File: config.mk
export PLATFORM = sky130hd
export DESIGN_NAME = input_channel_buffer_flat
export DESIGN_NICKNAME = d
export VERILOG_FILES = /design/src/rtl/interconnect_pkg.sv /design/src/rtl/interconnect_if.sv /design/src/rtl/input_channel_buffer.sv /design/src/flat_wrapper.sv
export SDC_FILE = /design/constraint.sdc
export NUM_CORES = 1
export LEC_CHECK = 0
export CAP_MARGIN = 20
export CORE_MARGIN = 2
export CORE_UTILIZATION = 35
export CTS_CLUSTER_SIZE = 16
export DETAILED_ROUTE_END_ITERATION = 8
export PLACE_DENSITY = 0.56
export REMOVE_ABC_BUFFERS = 1
export SLEW_MARGIN = 5
export SYNTH_ARGS = -nofsm -noshare
export SYNTH_HDL_FRONTEND = slang
export SYNTH_SLANG_ARGS = --single-unit
File: constraint.sdc
create_clock -name clock -period 2.05 [get_ports clock]
set_clock_uncertainty 0.1 [all_clocks]
set_input_delay 0.205 -clock clock [delete_from_list [all_inputs] [get_ports clock]]
set_output_delay 0.205 -clock clock [all_outputs]
set_load 0.01 [all_outputs]
File: src/rtl/interconnect_pkg.sv
// Shared link-level types and sizing for the inter-PE channel network.
package interconnect_pkg;

    localparam int TIA_CHANNEL_BUFFER_FIFO_DEPTH = 4;
    localparam int TIA_TAG_WIDTH                 = 3;
    localparam int TIA_WORD_WIDTH                = 32;

    typedef struct packed {
        logic [TIA_TAG_WIDTH-1:0]  tag;
        logic [TIA_WORD_WIDTH-1:0] data;
    } packet_t;

endpackage

File: src/rtl/interconnect_if.sv
// Link (sender -> receiver handshake) and PE input-channel interfaces.
interface link_if;
    import interconnect_pkg::*;

    logic    req;
    packet_t packet;
    logic    ack;

    modport sender   (output req, output packet, input ack);
    modport receiver (input req, input packet, output ack);
endinterface

interface input_channel_if #(
    parameter int FIFO_DEPTH = interconnect_pkg::TIA_CHANNEL_BUFFER_FIFO_DEPTH
);
    import interconnect_pkg::*;

    packet_t                     packet;
    logic                        empty;
    logic [$clog2(FIFO_DEPTH):0] count;
    logic                        dequeue;

    modport sender   (output packet, output empty, output count, input dequeue);
    modport receiver (input packet, input empty, input count, output dequeue);
endinterface

File: src/rtl/input_channel_buffer.sv
// Receive-side FIFO of a PE-to-PE link: acks packets from the link and presents
// the oldest one to the PE trigger logic as an input channel.
module input_channel_buffer
    import interconnect_pkg::*;
#(
    parameter int FIFO_DEPTH = TIA_CHANNEL_BUFFER_FIFO_DEPTH
) (
    input  logic                    clock,
    input  logic                    reset,
    input  logic                    enable,
    link_if.receiver                link,
    input_channel_if.sender         input_channel,
    output logic                    quiescent
);

    localparam int              PTR_W      = $clog2(FIFO_DEPTH);
    localparam logic [PTR_W:0]  FULL_COUNT = (PTR_W + 1)'(FIFO_DEPTH);

    packet_t          fifo [FIFO_DEPTH];
    logic [PTR_W-1:0] head;
    logic [PTR_W-1:0] tail;
    logic [PTR_W:0]   count;
    logic             deq_ok;
    logic             accept;

    assign deq_ok = !reset && enable && input_channel.dequeue && (count != '0);

    // A full buffer may still accept when the PE frees a slot in the same cycle.
    assign link.ack = !reset && enable && link.req && ((count != FULL_COUNT) || deq_ok);
    assign accept   = link.req && link.ack;

    assign input_channel.packet = fifo[head];
    assign input_channel.empty  = (count == '0);
    assign input_channel.count  = count;
    assign quiescent            = (count == '0);

    // NOTE: sequential state uses non-blocking assignments so every register
    // samples pre-edge values regardless of statement order.
    always_ff @(posedge clock) begin
        if (reset) begin
            head  <= '0;
            tail  <= '0;
            count <= '0;
        end else if (enable) begin
            if (accept) tail <= tail + PTR_W'(1);
            if (deq_ok) head <= head + PTR_W'(1);
            if (accept && !deq_ok)
                count <= count + (PTR_W + 1)'(1);
            else if (!accept && deq_ok)
                count <= count - (PTR_W + 1)'(1);
        end
    end

    // NOTE: storage is deliberately not reset; empty/count gate its visibility,
    // and leaving it reset-free lets it map onto plain RAM/flop arrays.
    always_ff @(posedge clock) begin
        if (accept) fifo[tail] <= link.packet;
    end

    count_bound: assert property (@(posedge clock) count <= FULL_COUNT);

    dequeue_empty: assert property (@(posedge clock) disable iff (reset)
        !(enable && input_channel.dequeue && count == '0))
        else $warning("input_channel_buffer: dequeue while empty ignored");

    packet_stable: assert property (@(posedge clock) disable iff (reset)
        (link.req && !link.ack) |=> (!link.req || $stable(link.packet)));

endmodule

File: src/flat_wrapper.sv
// flat-port wrapper written by rule: the top's interface ports become plain ports
module input_channel_buffer_flat import interconnect_pkg::*;
#(
    parameter int FIFO_DEPTH = TIA_CHANNEL_BUFFER_FIFO_DEPTH
)
  (clock, reset, enable, quiescent, link_req, link_packet, link_ack, input_channel_packet, input_channel_empty, input_channel_count, input_channel_dequeue);
  link_if link_i ();
  input_channel_if #(.FIFO_DEPTH(FIFO_DEPTH)) input_channel_i ();
  input  logic clock;
  input  logic reset;
  input  logic enable;
  output logic quiescent;
  input wire logic [$bits(link_i.req)-1:0] link_req;
  input wire logic [$bits(link_i.packet)-1:0] link_packet;
  output wire logic [$bits(link_i.ack)-1:0] link_ack;
  output wire logic [$bits(input_channel_i.packet)-1:0] input_channel_packet;
  output wire logic [$bits(input_channel_i.empty)-1:0] input_channel_empty;
  output wire logic [$bits(input_channel_i.count)-1:0] input_channel_count;
  input wire logic [$bits(input_channel_i.dequeue)-1:0] input_channel_dequeue;
  assign link_i.req = link_req;
  assign link_i.packet = link_packet;
  assign link_ack = link_i.ack;
  assign input_channel_packet = input_channel_i.packet;
  assign input_channel_empty = input_channel_i.empty;
  assign input_channel_count = input_channel_i.count;
  assign input_channel_i.dequeue = input_channel_dequeue;
  input_channel_buffer #(.FIFO_DEPTH(FIFO_DEPTH)) u_core (.clock(clock), .reset(reset), .enable(enable), .link(link_i), .input_channel(input_channel_i), .quiescent(quiescent));
endmodule
# ---- After elaboration in Yosys (flattened, before gate mapping)
# Memory sizes are Yosys's and may differ from the RTL's. A register that Yosys moved wholly into a read port is not among the register bits.
# Index checks and enable logic that the tools add are counted.
dict set report totals {
  memories 1
  ff_bits 7
  wordCells 33
  in_bits 40
  out_inout_bits 41
  mem_bits_rw 140
}
dict set report classes {
  eq_ne 1
  addsub 4
  reduce_logical 18
  mux 6
}
# name depth width rd rd_clocked_by_memory_dff wr line_no
set memory_table {}
lappend memory_table {u_core.fifo 4 35 1 1 1 input_channel_buffer.sv:19} ;# packet_t fifo [FIFO_DEPTH];
# cell count
set ops {}
lappend ops {{1-bit logical AND} 8}
lappend ops {{3-bit 2-to-1 mux} 2}
lappend ops {{2-bit AND reduction} 3}
lappend ops {{2-bit by 1-bit adder with 2-bit output (second input constant)} 2}
lappend ops {{2-bit 2-to-1 mux} 2}
lappend ops {{3-bit by 1-bit adder with 3-bit output (second input constant)} 1}
lappend ops {{1-bit logical NOT} 3}
lappend ops {{3-bit logical NOT} 1}
lappend ops {{3-bit inequality test (second input constant)} 1}
lappend ops {{3-bit nonzero test} 1}
lappend ops {{3-bit by 1-bit subtractor with 3-bit output (second input constant)} 1}
lappend ops {{1-bit 2-to-1 mux} 2}
lappend ops {{2-bit nonzero test} 1}
lappend ops {{1-bit logical OR} 1}

# ---- Longest topological paths before layout
# Gate-level depths: netlist of the first run.
dict set report depth {
  word_depth 11
  mapped_depth 9
  ltp_nobuf 8
}

# ---- Worst setup path before layout of the first run
# Ideal clock, no wire load.
dict set report synth_path {
  path_kind {flip-flop to flip-flop}
  from {reg u_core.count[0], in the netlist u_core.input_channel.count[0]}
  to {reg u_core.count[2], in the netlist u_core.input_channel.count[2]}
  setup_slack_ps -227
  period_less_slack_ps 2277
  setup_time_ps 116
  n_path_buf 1
  t_required_ps 1834
  arrival_time_ps 2061
  stages_incl_launch_ff 10
  cell_sequence {dfxtp_1 > nor3_2 > or3_1 > buf_2 > ha_1 > inv_1 > fa_1 > xnor2_1 > a21oi_1 > a31o_2}
}
dict set report synth_between {
  elab_chain_len 9
  elab_cells_between_ends 16
  classes_between {add/sub: 2; eq/ne: 1; mux: 2; reduce/logical: 11}
}
# element line_no
set synth_lines {}
lappend synth_lines {{start, declared} input_channel_buffer.sv:22} ;# logic [PTR_W:0] count;
lappend synth_lines {{start signal, assigned} input_channel_buffer.sv:48} ;# count <= count + (PTR_W + 1)'(1);
lappend synth_lines {{start signal, assigned} input_channel_buffer.sv:50} ;# count <= count - (PTR_W + 1)'(1);
lappend synth_lines {{3-bit nonzero test} input_channel_buffer.sv:26} ;# assign deq_ok = !reset && enable && input_channel.dequeue && (count != '0);
lappend synth_lines {{1-bit logical AND} input_channel_buffer.sv:26}
lappend synth_lines {{1-bit logical OR} input_channel_buffer.sv:29} ;# assign link.ack = !reset && enable && link.req && ((count != FULL_COUNT) || deq_ok);
lappend synth_lines {{1-bit logical AND} input_channel_buffer.sv:29}
lappend synth_lines {{1-bit logical AND} input_channel_buffer.sv:30} ;# assign accept = link.req && link.ack;
lappend synth_lines {{1-bit logical NOT} input_channel_buffer.sv:49} ;# else if (!accept && deq_ok)
lappend synth_lines {{1-bit logical AND} input_channel_buffer.sv:49}
lappend synth_lines {{2-bit nonzero test (no source line)} n/a}
lappend synth_lines {{2-bit AND reduction (no source line)} n/a}
# Several ways; a longest one is shown, not always the timed one. The select of a mux whose other input is x is not followed.
# A chain may end at the register's enable or synchronous reset.

==> results.json, run 1 <==
{
  "first_global_vias": 2886,
  "placed_cell_area_mm2": 0.00693,
  "dpl.cell_count": 551,
  "critPathKind": "register to output pin",
  "pin_count": 81,
  "cts_tree": "yes",
  "syn_inst": 238,
  "final_cell_count_no_fill": 591,
  "grt_max_degree": 19,
  "avgRoutedWirePerCell_um": 17.9,
  "hold_violations": 0,
  "peakVddDrop_mv": 0.544,
  "cts-htree-levels": 4,
  "clock-sinks": 149,
  "synth.area.top_cells": "edfxtp_1 76%, mux4_2 14%, dfxtp_1 3.2%",
  "std_cell_rows": 46,
  "cp-start-kind": "register",
  "finalCritPeriodShare": 1.00,
  "ant_nets": 0,
  "die_h_um": 130,
  "power_mw": 6.69,
  "timing.rr.start": "u_core.input_channel.count[0]$_SDFFE_PP0P_",
  "routed_via_density": 4.58,
  "fin_ws_ns": -0.00772,
  "grt_first_pass_wirelength_um": 16000,
  "cp-end-kind": "output pin",
  "routed_wl_um": 10600,
  "ys_warn_count": 0,
  "tightestPinTransition_ns": 0.340,
  "syn_area_per_cell_um2": 23.4,
  "p_leak_nw": 2.55,
  "final.fill_count": 1286,
  "worstHoldPathType": "input pin to register",
  "cpMostUsedCell": "buf_12",
  "synth_cell_types": 27,
  "core_region_area_mm2": 0.0157,
  "gr-total-overflow": 0,
  "p_per_area_mw_per_mm2": 874,
  "required_ns": 1.75,
  "drt-initial-drc-count": 111,
  "grtUsageTotal": 0.133,
  "path_max_fanout": 8,
  "area_delta_synth_final_pct": 37.5,
  "worstPathArrival_ns": 1.75,
  "gp_congestion": 0.740,
  "holdCritStartpoint": "link_packet[25]",
  "multi_input_area_mm2": 0.00113,
  "postLayoutCellArea_mm2": 0.00766,
  "start_util": 0.354,
  "ys_ff_latch": 149,
  "yosysSeqAreaShare": 0.788,
  "cts_max_path_buffers": 2,
  "setup_viol": 3,
  "antenna_found_initial": 0,
  "dieArea_mm2": 0.0169,
  "register_area_mm2": 0.00439,
  "io_buffers": 80,
  "drv_cap": 0,
  "cp_slowest_stage_delay_ns": 0.53,
  "path_clk_slew_ns": 0.06,
  "max-slew-margin-rel": 0.770,
  "remaining_drc_errors": 0,
  "yosys.area.top_type": "edfxtp_1",
  "layout-drive-gt1-share": 0.397,
  "clockRootBuffer": "clkbuf_16",
  "tritoncts.num_buffers": 17,
  "utilization": 0.487,
  "drv_slew": 0,
  "post-dp-hpwl_um": 6320,
  "rsz0062_at_grt": "yes",
  "clk_latency_ns": 0.41,
  "synthesis.area_mm2": 0.00557,
  "status": "complete, but fails checks",
  "fmax_mhz": 486,
  "first_pass_iters": 6,
  "nets": 408,
  "floorplan.die.width_um": 130,
  "slowest_stage": "mux4_2",
  "hold_ws_ns": 0.323,
  "cp_cell_sequence": "buf_12, buf_12, mux4_2, buf_6",
  "via_count": 2704,
  "synth_top_area_share": 0.755,
  "min_period_ns": 2.06,
  "n_antenna_cell": 0,
  "failed_checks": "negative setup slack"
}
[final timing paths]
path	endpoint	slack, ns	depth (start not counted)
min	u_core.fifo[2][25]$_DFFE_PP_	0.32	1
max reg2reg	u_core.input_channel.count[2]$_SDFFE_PP0P_	0.05	8
min reg2reg	register	0.37	1
max	input_channel_packet[23]	-0.008	4
[placed cells by master (no fill, tap or decap), drive strengths merged, types with 2 or more instances in the layout]
| cell type | instances |
|---|---|
| ha | 5 |
| bufinv | 2 |
| and2 | 4 |
| xnor2 | 2 |
| nor3 | 3 |
| buf | 71 |
| clkinv | 10 |
| nand2 | 4 |
| mux4 | 35 |
| dfxtp | 9 |
| clkbuf | 19 |
| edfxtp | 140 |
| inv | 4 |
| nand2b | 2 |
| mux2i | 4 |
| nor2 | 6 |
| clkdlybuf4s50 | 44 |
[registers in the layout, summed over array words and instances (netlist names), named ones only]
| name | flops |
|---|---|
| u_core.fifo | 140 |
| u_core.tail | 2 |
| u_core.head | 2 |
| u_core.input_channel.count | 3 |
[critical path: cells and delay by family, from the launching register on]
family   cells  cell delay (ns)
mux          1             0.53
flops        1             0.41
buf+inv      3             0.39
[timing repair]
item                                    in CTS  in global routing
pin swaps                                    0                  5
hold endpoints to repair                     0                  0
gates cloned                                 4                  0
endpoints found under the setup margin      37                 25
gates resized for setup                    158                 27
buffers inserted                             3                  3
hold buffers                                 0                  0
[area by class of cell]
type / count / share of cell area
clock buffer: 19 / 0.0565
multi-input combinational: 74 / 0.148
sequential: 149 / 0.574
inverter: 4 / 0.00196
tap: 216 / 0.0353
timing repair buffer: 116 / 0.170
clock inverter: 13 / 0.0150
[synth_stat cells]
cell and number:
mux2_1 1, mux2i_1 4, nor3_2 1, buf_1 1, xnor2_1 2, nor2b_1 1, or3_1 1, and2_1 4
buf_2 5, ha_1 5, nand2b_1 2, mux4_2 35, nor2_1 6, nand2_1 4, a31o_2 1, fa_1 1
buf_4 1, nor4b_2 1, nor3_1 2, dfxtp_1 9, inv_1 4, buf_6 3, a21oi_1 1, o311ai_0 1
clkbuf_1 1, edfxtp_1 140, o41ai_1 1
[cells by family (layout without fill, tap and decap cells)]
group / after synthesis / in the layout / share of synthesized area
buf+inv: 15 / 152 / 0.0160
simple gates: 22 / 22 / 0.0220
flops: 149 / 149 / 0.788
fa+ha+maj: 6 / 6 / 0.0148
mux: 40 / 40 / 0.151
compound gates: 4 / 4 / 0.00562
xor+xnor: 2 / 2 / 0.00315
[power by group]
group | internal [mW] | switching [mW]
Clock | 1.76 | 1.10
Combinational | 0.266 | 0.179
Sequential | 3.37 | 0.0176
Total | 5.40 | 1.30
[routing by layer]
metal / track usage / vias up / share of wire
met5: 0 / - / 0
met4: 0.0417 / 0 / 0.016
met3: 0.0513 / 16 / 0.062
met2: 0.203 / 79 / 0.48
met1: 0.179 / 1373 / 0.45
li1: - / 1236 / -
[through the flow]
step | TNS [ns] | setup slack [ns]
floorplan | -49.50 | -0.508
global placement | -0.645 | -0.269
detailed placement | -1.02 | -0.377
CTS | -1.27 | -0.0983
global route | -1.14 | -0.0657
finish | -0.00948 | -0.00772
Power figures use the tool's default switching activity.
==> run 2, diff against run 1 <==
==> constraint.sdc (replaced) <==
create_clock -name clock -period 2.05 [get_ports clock]
set_clock_uncertainty 0.1 [all_clocks]
set_input_delay 0.205 -clock clock [delete_from_list [all_inputs] [get_ports clock]]
set_output_delay 0.205 -clock clock [all_outputs]
set_load 0.005 [all_outputs]
==> run 2 against run 1 <==
The flow now finishes without violations. Routed wire length rose by 1.7%. Global-route usage rose by 0.36 points. Maximum frequency rose by 1.7%. Die area did not move. Sequential power barely moved. Critical path depth did not move. Combinational power fell by 12%. Non-clock buffer count rose by 1. Setup slack improved by 0.035 ns. Largest cell class unchanged. Highest routed layer unchanged.
==> results.json, run 2 (synthesis gave the netlist of run 1 again) <==
{
  "status": "complete, no violations",
  "hold_ws_ns": 0.320,
  "cts_tree": "yes",
  "worstHoldPathType": "input pin to register",
  "first_global_vias": 3033,
  "gp_congestion": 0.711,
  "p_per_area_mw_per_mm2": 915,
  "fin_ws_ns": 0.0269,
  "largest_reg_flops": 140,
  "final_cell_count_no_fill": 592,
  "setup_viol": 0,
  "area_delta_synth_final_pct": 35.4,
  "hold_violations": 0,
  "first_pass_iters": 4,
  "mostFrequentLayoutCell": "edfxtp_1",
  "avgRoutedWirePerCell_um": 18.2,
  "layout-drive-gt1-share": 0.410,
  "utilization": 0.480,
  "peakVddDrop_mv": 0.512,
  "clk_latency_ns": 0.41,
  "pin_count": 81,
  "reg.largest.list": "u_core.fifo (140), u_core.input_channel.count (3)",
  "fin_tns_setup_ns": 0,
  "cts-htree-levels": 4,
  "worstPathArrival_ns": 1.72,
  "n_antenna_cell": 0,
  "drt-initial-drc-count": 135,
  "tritoncts.num_buffers": 17,
  "grtUsageTotal": 0.137,
  "finalCritPeriodShare": 0.987,
  "postLayoutCellArea_mm2": 0.00753,
  "dieArea_mm2": 0.0169,
  "fmax_mhz": 494,
  "top_register": "u_core.fifo",
  "max-slew-margin-rel": 0.769,
  "drv_slew": 0,
  "drv_cap": 0,
  "critPathKind": "register to output pin",
  "routed_wl_um": 10800,
  "p_leak_nw": 2.53,
  "rsz0062_at_grt": "yes",
  "path_max_fanout": 7,
  "cts_max_path_buffers": 2,
  "nets": 409,
  "post-dp-hpwl_um": 6320,
  "clockRootBuffer": "clkbuf_16",
  "required_ns": 1.75,
  "via_count": 2696,
  "ant_nets": 0,
  "io_buffers": 80,
  "post-place-ws_ns": -0.370,
  "grt_first_pass_wirelength_um": 16400,
  "die_h_um": 130,
  "antenna_found_initial": 0,
  "path_clk_slew_ns": 0.06,
  "tightestPinTransition_ns": 0.342,
  "gr-total-overflow": 0,
  "cp-end-kind": "output pin",
  "placed_cell_area_mm2": 0.00690,
  "std_cell_rows": 46,
  "core_region_area_mm2": 0.0157,
  "routed_via_density": 4.55,
  "start_util": 0.354,
  "power_mw": 6.89,
  "min_period_ns": 2.02,
  "clock-sinks": 149,
  "cp-start-kind": "register",
  "floorplan.die.width_um": 130,
  "remaining_drc_errors": 0,
  "grt_max_degree": 23,
  "dpl.cell_count": 549,
  "final_cell_mix": "140 x edfxtp_1, 44 x clkdlybuf4s50_1, 35 x mux4_2"
}
==> run 2: changes by cell type in the layout (fill, tap and decap cells not counted), moves of 2 or more <==
| cell | delta |
|---|---|
| clkinv_4 | +3 |
| clkinv_1 | -4 |
| buf_6 | -16 |
| inv_6 | +3 |
| clkbuf_2 | +7 |
| clkinv_2 | -2 |
| clkbuf_1 | -2 |
| buf_12 | -5 |
| buf_2 | +14 |
==> run 2: where the power goes <==
group	internal, mW	leakage (nW)	switching (mW)
Sequential	3.37	1.34	0.0164
Combinational	0.234	0.899	0.157
Clock	1.92	0.292	1.19
==> run 2: repair_timing <==
action	in CTS	in global routing
endpoints found under the setup margin	37	27
setup buffers	11	2
cloned	4	0
pin swaps	1	5
resized for setup	137	20
hold buffers	0	0
==> run 2: path summary, 6_finish.rpt <==
kind / from / end / slack, ns / cells after the start
hold reg to reg: u_core.head[1]$_SDFFE_PP0P_ / register / 0.36 / 1
setup / recovery: register / input_channel_packet[23] / 0.03 / 4
hold / removal: link_packet[22] / u_core.fifo[0][22]$_DFFE_PP_ / 0.32 / 1
setup reg to reg: u_core.input_channel.count[2]$_SDFFE_PP0P_ / u_core.input_channel.count[2]$_SDFFE_PP0P_ / 0.04 / 8
==> run 2: per-layer routing <==
metal | share of wire | wire length [um] | vias up | global-route usage
met1 | 0.44 | 4750 | 1370 | 0.169
met2 | 0.49 | 5270 | 68 | 0.223
met5 | 0 | 0 | - | 0
li1 | - | - | 1243 | -
met4 | 0.014 | 154 | 0 | 0.0493
met3 | 0.054 | 580 | 15 | 0.0517
==> run 2: critical path: stages (launching register included) <==
cell and delay, ns:
dfxtp_4 0.38, buf_6 0.17, buf_12 0.12, mux4_2 0.49, buf_2 0.14
==> run 2: final cells by class <==
type	instances	area [um2]
tap	216	270
fill	1314	8180
inverter	4	15.0
sequential	149	4400
clock inverter	15	180
clock buffer	17	425
timing repair buffer	117	1120
multi-input combinational	74	1130
